## src/rtl/ahb_pkg.sv

```systemverilog
// ----------------------------------------------------------------------------
// ahb_pkg
// Shared AHB types and constants for the two-master arbiter:
//   htrans_t     - AHB transfer type encoding
//   master_id_t  - one-bit master identifier
//   MASTER_CPU / MASTER_DMA - identifiers of the two masters
//   htrans_active - true when a transfer type completes a real beat
// ----------------------------------------------------------------------------
package ahb_pkg;

    typedef enum logic [1:0] {
        IDLE   = 2'b00,
        BUSY   = 2'b01,
        NONSEQ = 2'b10,
        SEQ    = 2'b11
    } htrans_t;

    typedef logic master_id_t;

    localparam master_id_t MASTER_CPU = 1'b0;
    localparam master_id_t MASTER_DMA = 1'b1;

    // NONSEQ and SEQ are the only transfer types that move data.
    function automatic logic htrans_active(input logic [1:0] trans);
        return (trans == NONSEQ) || (trans == SEQ);
    endfunction

endpackage

```

## src/rtl/ahb_grant_fsm.sv

```systemverilog
// ----------------------------------------------------------------------------
// ahb_grant_fsm
// Grant decision and hold-limit counter for the two-master AHB arbiter.
// Ports:
//   clk_i          - bus clock
//   rst_ni         - synchronous active-low reset
//   hready_i       - shared HREADY; the decision advances only when high
//   busreq_i[1:0]  - bus request, indexed by master id
//   mastlock_i[1:0]- locked-transfer flag, indexed by master id
//   addr_owner_i   - master currently owning the address phase
//   addr_htrans_i  - HTRANS driven by the address-phase owner
//   grant_o        - registered grant (master id)
// ----------------------------------------------------------------------------
module ahb_grant_fsm
    import ahb_pkg::*;
#(
    parameter int HOLD_BEATS     = 8,
    parameter int DEFAULT_MASTER = 0
) (
    input  logic       clk_i,
    input  logic       rst_ni,
    input  logic       hready_i,
    input  logic [1:0] busreq_i,
    input  logic [1:0] mastlock_i,
    input  master_id_t addr_owner_i,
    input  logic [1:0] addr_htrans_i,
    output master_id_t grant_o
);

    localparam int             CNT_W    = $clog2(HOLD_BEATS + 1);
    localparam logic [CNT_W-1:0] HOLD_MAX = CNT_W'(HOLD_BEATS);
    localparam master_id_t     DEF_M    = (DEFAULT_MASTER != 0) ? MASTER_DMA : MASTER_CPU;

    master_id_t       grant_q, grant_d;
    logic [CNT_W-1:0] beat_cnt_q, beat_cnt_d;
    master_id_t       other_s;

    // Next grant (first matching rule wins) and beat counting.
    always_comb begin
        other_s    = ~grant_q;
        grant_d    = grant_q;
        beat_cnt_d = beat_cnt_q;
        if (hready_i) begin
            // A lock held by either the address-phase owner or the granted
            // master pins the grant and overrides the hold limit.
            if (mastlock_i[addr_owner_i] || mastlock_i[grant_q]) begin
                grant_d = grant_q;
            end else if (busreq_i[grant_q] &&
                         (!busreq_i[other_s] || (beat_cnt_q < HOLD_MAX))) begin
                grant_d = grant_q;
            end else if (busreq_i[other_s]) begin
                grant_d = other_s;
            end else begin
                grant_d = DEF_M;
            end

            // A handover restarts the count so the new owner gets a full quota.
            if (grant_d != grant_q) begin
                beat_cnt_d = '0;
            end else if (htrans_active(addr_htrans_i) && (beat_cnt_q < HOLD_MAX)) begin
                beat_cnt_d = beat_cnt_q + CNT_W'(1);
            end else begin
                beat_cnt_d = beat_cnt_q;
            end
        end else begin
            grant_d    = grant_q;
            beat_cnt_d = beat_cnt_q;
        end
    end

    // Grant and counter registers with synchronous reset.
    always_ff @(posedge clk_i) begin
        if (!rst_ni) begin
            grant_q    <= DEF_M;
            beat_cnt_q <= '0;
        end else begin
            grant_q    <= grant_d;
            beat_cnt_q <= beat_cnt_d;
        end
    end

    assign grant_o = grant_q;

endmodule

```

## src/rtl/ahb_bus_arbiter.sv

```systemverilog
// ----------------------------------------------------------------------------
// ahb_bus_arbiter
// Two-master AHB arbiter and bus multiplexer (master 0 = CPU, master 1 = DMA).
// Ports:
//   HCLK, HRESETn              - clock, synchronous active-low reset
//   HBUSREQ_Mx / HGRANT_Mx     - request in, registered grant out
//   HADDR/HTRANS/HWRITE/HSIZE/HBURST/HPROT/HMASTLOCK/HWDATA_Mx - master buses
//   HADDR ... HWDATA, HMASTLOCK - shared bus toward the interconnect
//   HREADY                     - shared ready; ownership moves only when high
//   HMASTER                    - current address-phase owner
// ----------------------------------------------------------------------------
module ahb_bus_arbiter
    import ahb_pkg::*;
#(
    parameter int HOLD_BEATS     = 8,
    parameter int DEFAULT_MASTER = 0
) (
    input  logic        HCLK,
    input  logic        HRESETn,
    input  logic        HBUSREQ_M0,
    input  logic        HBUSREQ_M1,
    output logic        HGRANT_M0,
    output logic        HGRANT_M1,
    input  logic [31:0] HADDR_M0,
    input  logic [1:0]  HTRANS_M0,
    input  logic        HWRITE_M0,
    input  logic [2:0]  HSIZE_M0,
    input  logic [2:0]  HBURST_M0,
    input  logic [3:0]  HPROT_M0,
    input  logic        HMASTLOCK_M0,
    input  logic [31:0] HWDATA_M0,
    input  logic [31:0] HADDR_M1,
    input  logic [1:0]  HTRANS_M1,
    input  logic        HWRITE_M1,
    input  logic [2:0]  HSIZE_M1,
    input  logic [2:0]  HBURST_M1,
    input  logic [3:0]  HPROT_M1,
    input  logic        HMASTLOCK_M1,
    input  logic [31:0] HWDATA_M1,
    output logic [31:0] HADDR,
    output logic [1:0]  HTRANS,
    output logic        HWRITE,
    output logic [2:0]  HSIZE,
    output logic [2:0]  HBURST,
    output logic [3:0]  HPROT,
    output logic        HMASTLOCK,
    output logic [31:0] HWDATA,
    input  logic        HREADY,
    output logic        HMASTER
);

    localparam master_id_t DEF_M = (DEFAULT_MASTER != 0) ? MASTER_DMA : MASTER_CPU;

    master_id_t grant_s;
    master_id_t addr_owner_q, addr_owner_d;
    master_id_t data_owner_q, data_owner_d;

    ahb_grant_fsm #(
        .HOLD_BEATS     (HOLD_BEATS),
        .DEFAULT_MASTER (DEFAULT_MASTER)
    ) u_grant_fsm (
        .clk_i         (HCLK),
        .rst_ni        (HRESETn),
        .hready_i      (HREADY),
        .busreq_i      ({HBUSREQ_M1, HBUSREQ_M0}),
        .mastlock_i    ({HMASTLOCK_M1, HMASTLOCK_M0}),
        .addr_owner_i  (addr_owner_q),
        .addr_htrans_i (HTRANS),
        .grant_o       (grant_s)
    );

    // Ownership pipeline: grant -> address phase -> data phase, frozen by stalls
    // so a stalled data phase keeps its HWDATA source across a handover.
    always_comb begin
        if (HREADY) begin
            addr_owner_d = grant_s;
            data_owner_d = addr_owner_q;
        end else begin
            addr_owner_d = addr_owner_q;
            data_owner_d = data_owner_q;
        end
    end

    // Owner registers with synchronous reset.
    always_ff @(posedge HCLK) begin
        if (!HRESETn) begin
            addr_owner_q <= DEF_M;
            data_owner_q <= DEF_M;
        end else begin
            addr_owner_q <= addr_owner_d;
            data_owner_q <= data_owner_d;
        end
    end

    // Address/control mux on the address-phase owner, write data on the data-phase owner.
    always_comb begin
        if (addr_owner_q == MASTER_DMA) begin
            HADDR     = HADDR_M1;
            HTRANS    = HTRANS_M1;
            HWRITE    = HWRITE_M1;
            HSIZE     = HSIZE_M1;
            HBURST    = HBURST_M1;
            HPROT     = HPROT_M1;
            HMASTLOCK = HMASTLOCK_M1;
        end else begin
            HADDR     = HADDR_M0;
            HTRANS    = HTRANS_M0;
            HWRITE    = HWRITE_M0;
            HSIZE     = HSIZE_M0;
            HBURST    = HBURST_M0;
            HPROT     = HPROT_M0;
            HMASTLOCK = HMASTLOCK_M0;
        end
        if (data_owner_q == MASTER_DMA) begin
            HWDATA = HWDATA_M1;
        end else begin
            HWDATA = HWDATA_M0;
        end
    end

    assign HGRANT_M0 = (grant_s == MASTER_CPU);
    assign HGRANT_M1 = (grant_s == MASTER_DMA);
    assign HMASTER   = addr_owner_q;

endmodule

```

## config.mk

```make
export PLATFORM = sky130hd
export DESIGN_NAME = ahb_bus_arbiter
export DESIGN_NICKNAME = d
export VERILOG_FILES = /design/src/rtl/ahb_pkg.sv /design/src/rtl/ahb_grant_fsm.sv /design/src/rtl/ahb_bus_arbiter.sv
export SDC_FILE = /design/constraint.sdc
export NUM_CORES = 1
export LEC_CHECK = 0
export BUFFER_PORTS_ARGS = -buffer_cell sky130_fd_sc_hd__buf_2
export CAP_MARGIN = 20
export CORE_AREA = 2 2 93 95
export DETAILED_ROUTE_END_ITERATION = 10
export DIE_AREA = 0 0 95 97
export SLEW_MARGIN = 0
export SYNTH_ARGS = -nofsm -noshare
export SYNTH_HDL_FRONTEND = slang
export SYNTH_SLANG_ARGS = --single-unit
```

## constraint.sdc

```tcl
create_clock -name HCLK -period 2.7 [get_ports HCLK]
set_input_delay 0.135 -clock HCLK [delete_from_list [all_inputs] [get_ports HCLK]]
set_output_delay 0.135 -clock HCLK [all_outputs]
set_load 0.005 [all_outputs]
```

==> Word-level counts from Yosys, hierarchy flattened <==
Index checks and enable logic that the tools add are counted.
{ "word_totals": {"out_inout_bits": 81, "elab_cells": 42, "in_bits": 161, "register_bits": 7} }
{ "classes": {"order_cmp": 4, "add_sub_neg": 1, "eq_ne": 3, "n_reduce_logical": 8, "mux": 21, "bitwise": 1} }
{ "ops": {"columns": ["operator", "n"], "rows": [
  ["$mux 32", 2],
  ["$mux 1", 13],
  ["$mux 4", 3],
  ["$lt 1x2->1 const B", 3],
  ["$mux 3", 2],
  ["$add 4x1->4 const B", 1],
  ["$eq 2x2->1 const B", 2],
  ["$lt 4x4->1 const B", 1],
  ["$logic_or 1x1->1", 3],
  ["$logic_and 1x1->1", 2],
  ["$mux 2", 1],
  ["$reduce_and 2->1", 1],
  ["$reduce_bool 2->1", 1],
  ["$logic_not 1->1", 1],
  ["$ne 1x1->1", 1],
  ["$not 1->1", 1]
]} }

==> Depth between registers and ports, before layout <==
Gate-level depths: netlist of the first run.
{ "logic_depth": {"depth_word": 12, "ltp_mapped": 4, "ltp_nobuf": 4} }

==> Hierarchy <==
From an unflattened synthesis of the first run, not the netlist that was laid out.
{ "hier_totals": {"cells_unflattened": 125, "area_unflattened_um2": 1406.3} }
{ "modules_own_cells": {"columns": ["mod", "seq_area_each_um2", "area_each_um2", "n_inst", "cells_per_inst"], "rows": [
  ["ahb_bus_arbiter", 40.0, 1112.3, 1, 94],
  ["ahb_grant_fsm", 100.1, 294.0, 1, 31]
]} }

==> Least setup slack after synthesis of the first run <==
OpenSTA, ideal clock, no wires.
{ "synth_path": {"kind": "flip-flop to output port", "from": "reg addr_owner_q (netlist: HMASTER)", "to": "out HADDR[0]", "required_time_ns": 2.565, "arrival_ns": 1.198, "stages_incl_launch_ff": 4, "path_buffers": 2, "setup_slack_ns": 1.367, "cell_sequence": "dfxtp_1 > buf_2 > buf_2 > mux2_2"} }
{ "synth_between": {"elab_chain_len": 1} }
{ "synth_lines": {"columns": ["item", "line_no", "text"], "rows": [
  ["from (decl)", "ahb_bus_arbiter.sv:55", "master_id_t addr_owner_q, addr_owner_d;"],
  ["from (signal assigned)", "ahb_bus_arbiter.sv:90", "addr_owner_q <= addr_owner_d;"],
  ["$mux 32", "ahb_bus_arbiter.sv:97", "if (addr_owner_q == MASTER_DMA) begin"],
  ["to (decl)", "ahb_bus_arbiter.sv:40", "output logic [31:0] HADDR,"]
]} }
No other way between the ends.

==> Worst setup path after layout of the first run <==
{ "layout_path": {"from": "reg addr_owner_q (netlist: HMASTER)", "to": "out HADDR[8]"} }
Same word-level chain as after synthesis.

==> impl_metrics.py, run 1 <==
metrics = {
    "critical_path": {
        "startpoint": "HMASTER",
        "crit_required_ns": 2.57,
        "worstSetupEndpointType": "output port",
        "critPathLaunchType": "flop",
        "crit_fanout": 46,
        "cp.arrival_ns": 1.64,
        "cp_num_buf_inv": 2,
        "slowest_stage": "buf_4",
        "worstSetupPathType": "flop to output port",
        "cp_cell_sequence": "buf_4 > mux2_2 > buf_2",
        "slowest_delay_ns": 0.48,
        "reg2reg_from": "u_grant_fsm.grant_o",
        "crit_family": "buffers and inverters",
    },
    "synth": {
        "syn_nets": 298,
        "avgSynthCellArea_um2": 10.0,
        "synth_xor_xnor_area_share_pct": 0,
        "synth_compound_area_share_pct": 11.0,
        "seq_area_frac_synth_pct": 10.3,
        "ys.warnings.count": 0,
        "yosysTopAreaCell": "mux2_2",
        "yosys.area_share.simple_pct": 7.15,
        "synth_top_area_share_pct": 52.8,
        "syn-cell-area_um2": 1370,
        "postSynthCellCount": 136,
        "synth_top_family_by_area": "multiplexers",
        "synth_cell_types": 31,
        "ys_seq_elements": 7,
        "synth_fa_ha_area_share_pct": 0.917,
        "synthMuxAreaShare_pct": 65.7,
        "synth.area.top_cells": "mux2_2, mux2_1, dfxtp_1",
    },
    "detailed_routing": {
        "first_pass_iters": 4,
        "wl_um": 6250,
        "vias": 2061,
        "ant_nets": 0,
        "wl_per_cell_um": 13.1,
        "viasPerCell": 4.32,
        "drc_errors": 0,
        "drtIter0Drc": 25,
    },
    "run_status": {
        "status": "complete, no violations",
    },
    "global_route": {
        "antenna_found_initial": 0,
        "grt_pass1_vias": 2009,
        "grt_max_degree": 47,
        "grt_overflow": 0,
        "grt_pass1_wl_um": 9110,
        "grt_use_total_pct": 12.2,
    },
    "timing": {
        "timing.final.hold_violations": 0,
        "max_slew_margin_pct": 63.0,
        "fmax_mhz": 563,
        "drv_slew": 0,
        "tns_ns": 0,
        "min_period_ns": 1.78,
        "rsz0062_at_grt": "no",
        "worst_slew_pin_slew_ns": 0.554,
        "timing.final.ws_setup_ns": 0.923,
        "finalSetupViolations": 0,
        "clock_skew_ns": 0.00320,
        "min_period_over_period_pct": 65.8,
    },
    "placement": {
        "place_congestion": 0.832,
        "place_ws_ns": 1.16,
        "port_buffers": 241,
        "dp_hpwl_um": 5570,
        "placed_area_um2": 2670,
    },
    "clock_network": {
        "cts_setup_buffers": 0,
        "cts.sinks": 7,
        "cts.reportedPaths.clkPinSlew_ns": 0.04,
        "cts_made_buffers": 3,
        "clock_latency_ns": 0.23,
        "cts_resized": 0,
        "cts_tree": "built",
        "cts_root_buf": "clkbuf_8",
        "cts_hold_buf": 0,
        "htree_levels": 1,
        "clockBufferDepth": 2,
    },
    "power_and_ir_drop": {
        "clkPwrFrac_pct": 25.1,
        "share_seq_of_total_power_pct": 21.3,
        "max-vdd-ir-drop_mv": 0.0970,
        "p_int_uw": 422,
        "power.leakage_uw": 0.00143,
        "combPwrFrac_pct": 53.6,
        "switching_share_pct": 30.1,
        "power_density_nw_per_um2": 223,
        "switching_power_uw": 182,
    },
    "final_layout": {
        "area_growth_pct": 98.6,
        "nFillCells": 886,
        "fin_nets": 535,
        "design_area_um2": 2710,
        "layout-drive-gt1-share_pct": 84.4,
        "antennaDiodeCount": 0,
        "multi_input_area_um2": 1160,
        "post-route-util_pct": 33.3,
        "ff_latch_area_um2": 141,
    },
    "die": {
        "die_area_um2": 9220,
        "std_cell_rows": 33,
        "die-width_um": 95,
        "die-height_um": 97,
        "start_util_pct": 16.8,
        "io_pins": 242,
        "core_um2": 8130,
    },
    "hold_path": {
        "min_from": "HRESETn",
        "hp-class": "input port to flop",
    },
    "job": {
        "maxCapViolations": 0,
    },
}
-- registers in the layout, indices dropped and copies added (netlist names) --
signal                  cells
data_owner_q                1
HMASTER                     1
u_grant_fsm.grant_o         1
u_grant_fsm.beat_cnt_q      4
-- final timing paths --
path,slack (ns),endpoint,depth (start not counted)
min reg2reg,0.51,u_grant_fsm.beat_cnt_q[2],2
max reg2reg,1.32,u_grant_fsm.grant_o,4
max,0.92,HADDR[8],3
min,0.23,u_grant_fsm.beat_cnt_q[3],2
-- cell families after synthesis --
logic type,after synthesis
mux,80
compound gates,17
simple gates,16
buf+inv,15
flops,7
fa+ha+maj,1
-- metrics by stage --
step | hold slack [ns] | std cells | power, uW
after floorplan | 0.385 | 136 | 261
after global placement | 0.470 | 473 | 451
after detailed placement | 0.474 | 473 | 458
after CTS | 0.229 | 477 | 613
after global routing | 0.262 | 477 | 652
final | 0.232 | 477 | 604
-- cells in the final DEF, fill, tap and decap left out, types with 2 or more instances in the layout --
cell       synthesis  final
o221a_1            2      2
buf_2              9    241
mux2i_1            3      3
nor2_1             3      3
o2111ai_1          3      3
nor2b_1            4      4
nand2_1            3      3
mux2_1            13     13
clkbuf_8           0      3
buf_4              0      2
dfxtp_1            7      6
mux2_2            64     64
inv_1              4      4
-- synthesized netlist by cell type (all sizes together) --
cell type and count:
a21boi 1, nand2b 2, o2111ai 3, nor4b 1
o22a 1, ha 1, a31oi 1, a21bo 1
dfxtp 7, o21ai 2, mux2i 3, a2bb2oi 1
buf 9, nand2 3, a22oi 1, o21a 1
inv 4, and2 1, o211ai 2, nand4 1
and3b 1, o221ai 1, nor2b 4, o221a 2
mux2 77, clkbuf 2, nor2 3
-- per-layer routing --
layer	up-vias	share of wire (%)	track usage, %
met5	-	0	0
li1	988	-	-
met2	149	49	22.9
met4	0	1.5	3.46
met1	913	37	14.0
met3	11	12	1.71
-- final cells by class --
cell class                      count  area share (%)
Clock buffer                        4            1.66
Inverter                            4           0.554
Multi-Input combinational cell    114            42.7
Sequential cell                     7            5.21
Tap cell                          105            4.85
Timing Repair Buffer              243            45.0
-- power by group through the flow --
stage	sequential, uW	combinational, uW	clock, uW
finish	129	324	152
global placement	129	321	0
global route	130	362	160
CTS	129	329	155
floorplan	126	134	0
detailed placement	131	327	0
No activity file was read; power rests on OpenSTA's default activity.
==> run 2: changes to the inputs <==
--- a/config.mk
+++ b/config.mk
@@ -7,9 +7,9 @@
 export LEC_CHECK = 0
 export BUFFER_PORTS_ARGS = -buffer_cell sky130_fd_sc_hd__buf_2
 export CAP_MARGIN = 20
-export CORE_AREA = 2 2 93 95
+export CORE_AREA = 2 2 94 96
 export DETAILED_ROUTE_END_ITERATION = 10
-export DIE_AREA = 0 0 95 97
+export DIE_AREA = 0 0 96 98
 export SLEW_MARGIN = 0
 export SYNTH_ARGS = -nofsm -noshare
 export SYNTH_HDL_FRONTEND = slang
==> constraint.sdc (replaced) <==
create_clock -name HCLK -period 1.6 [get_ports HCLK]
set_input_delay 0.08 -clock HCLK [delete_from_list [all_inputs] [get_ports HCLK]]
set_output_delay 0.08 -clock HCLK [all_outputs]
set_load 0.005 [all_outputs]
==> impl_metrics.py, run 2 (synthesis gave the netlist of run 1 again) <==
metrics = {
    "power_and_ir_drop": {
        "clkPwrFrac_pct": 24.3,
        "p_int_uw": 716,
        "switching_share_pct": 29.6,
        "combPwrFrac_pct": 54.2,
        "switching_power_uw": 302,
        "max-vdd-ir-drop_mv": 0.215,
        "power_density_nw_per_um2": 369,
        "share_seq_of_total_power_pct": 21.6,
        "power.leakage_uw": 0.00145,
    },
    "hold_path": {
        "min_from": "HRESETn",
        "hp-class": "input port to flop",
        "hold_depth": 2,
    },
    "global_route": {
        "grt_overflow": 0,
        "grt_max_degree": 35,
        "grt_pass1_vias": 1988,
        "antenna_found_initial": 0,
        "grt_pass1_wl_um": 8750,
        "grt_use_total_pct": 11.2,
    },
    "detailed_routing": {
        "wl_per_cell_um": 12.3,
        "vias": 2068,
        "drc_errors": 0,
        "drtIter0Drc": 19,
        "ant_nets": 0,
        "wl_um": 5920,
        "viasPerCell": 4.29,
        "first_pass_iters": 4,
    },
    "placement": {
        "place_ws_ns": 0.202,
        "place_congestion": 0.793,
        "port_buffers": 241,
        "placed_area_um2": 2710,
        "placedCellCount": 478,
        "dp_hpwl_um": 5190,
    },
    "critical_path": {
        "startpoint": "HMASTER",
        "reg2reg_from": "u_grant_fsm.grant_o",
        "endpoint": "HADDR[11]",
        "worstSetupPathType": "flop to output port",
        "critPathLaunchType": "flop",
        "crit_required_ns": 1.52,
        "r2r-end": "u_grant_fsm.grant_o",
        "worstSetupEndpointType": "output port",
        "rrSetupSlack_ns": 0.17,
        "r2r_cells": 4,
        "cp.arrival_ns": 1.39,
        "crit_fanout": 34,
    },
    "final_layout": {
        "top_register": "u_grant_fsm.beat_cnt_q",
        "design_area_um2": 2760,
        "antennaDiodeCount": 0,
        "layout-drive-gt1-share_pct": 84.5,
        "multi_input_area_um2": 1160,
        "ff_latch_area_um2": 141,
        "fin_cells": 482,
        "nFillCells": 909,
        "layout_common_cells": "buf_2, mux2_2, mux2_1",
        "fin_nets": 537,
        "final_common_cell": "buf_2",
        "largest_register_ff_count": 4,
        "area_growth_pct": 102,
    },
    "clock_network": {
        "cts.reportedPaths.clkPinSlew_ns": 0.04,
        "cts_resized": 0,
        "cts_setup_buffers": 0,
        "clock_latency_ns": 0.23,
        "clockBufferDepth": 2,
        "cts.sinks": 7,
        "cts_tree": "built",
        "cts_hold_buf": 0,
        "cts_root_buf": "clkbuf_8",
        "cts_made_buffers": 3,
        "htree_levels": 1,
    },
    "timing": {
        "fmax_mhz": 681,
        "tns_ns": 0,
        "clock_skew_ns": 0.000783,
        "min_period_over_period_pct": 91.8,
        "timing.final.hold_violations": 0,
        "timing.final.ws_setup_ns": 0.131,
        "max_slew_margin_pct": 81.0,
        "min_period_ns": 1.47,
        "rsz0062_at_grt": "no",
        "finalSetupViolations": 0,
        "worst_slew_pin_slew_ns": 0.277,
        "drv_slew": 0,
    },
    "die": {
        "die-height_um": 98,
        "io_pins": 242,
        "core_um2": 8470,
        "start_util_pct": 16.1,
        "std_cell_rows": 34,
        "die-width_um": 96,
        "die_area_um2": 9410,
    },
    "run_status": {
        "status": "complete, no violations",
    },
    "job": {
        "maxCapViolations": 0,
    },
}
[run 2: changes by cell type in the layout (fill, tap and decap cells not counted)]
cell and delta:
buf_12 +2
[run 2: layer usage]
| layer | wire length, um | track usage [%] | share of wire, % | up-vias |
|---|---|---|---|---|
| li1 | - | - | - | 994 |
| met1 | 2190 | 12.9 | 37 | 916 |
| met2 | 3020 | 21.4 | 51 | 154 |
| met3 | 684 | 1.31 | 12 | 4 |
| met4 | 30 | 2.75 | 0.51 | 0 |
| met5 | 0 | 0 | 0 | - |
[run 2: worst max-delay path: stages (launching register included)]
cell	delay, ns
dfxtp_2	0.41
buf_12	0.22
mux2_1	0.36
buf_2	0.14
[run 2: power by group through the flow]
stage / logic, uW / clock network [uW] / registers (uW)
floorplan: 227 / 0 / 213
global placement: 546 / 0 / 218
detailed placement: 557 / 0 / 219
CTS: 560 / 250 / 218
global route: 613 / 266 / 223
finish: 551 / 247 / 220
[run 2: worst min-delay path by stage]
stage	to	slack [ns]
5_1_grt	u_grant_fsm.grant_o	0.19
2_1_floorplan	HADDR[11]	0.27
6_report	u_grant_fsm.grant_o	0.19
4_1_cts	u_grant_fsm.grant_o	0.19
3_3_place_gp	u_grant_fsm.beat_cnt_q[3]	0.42
3_5_place_dp	u_grant_fsm.grant_o	0.43
[run 2: metrics by stage]
stage          hold slack (ns)  util, %  power [uW]
2_1_floorplan            0.275        -         440
3_3_place_gp             0.423     32.0         764
3_5_place_dp             0.428     32.0         775
4_1_cts                  0.187     32.5        1030
5_1_grt                  0.189     32.5        1100
6_report                 0.189     32.5        1020
[run 2: cell type report]
class / instances / share of cell area [%]
Clock buffer: 4 / 1.63
Inverter: 4 / 0.545
Multi-Input combinational cell: 114 / 42.0
Sequential cell: 7 / 5.13
Tap cell: 108 / 4.90
Timing Repair Buffer: 245 / 45.8
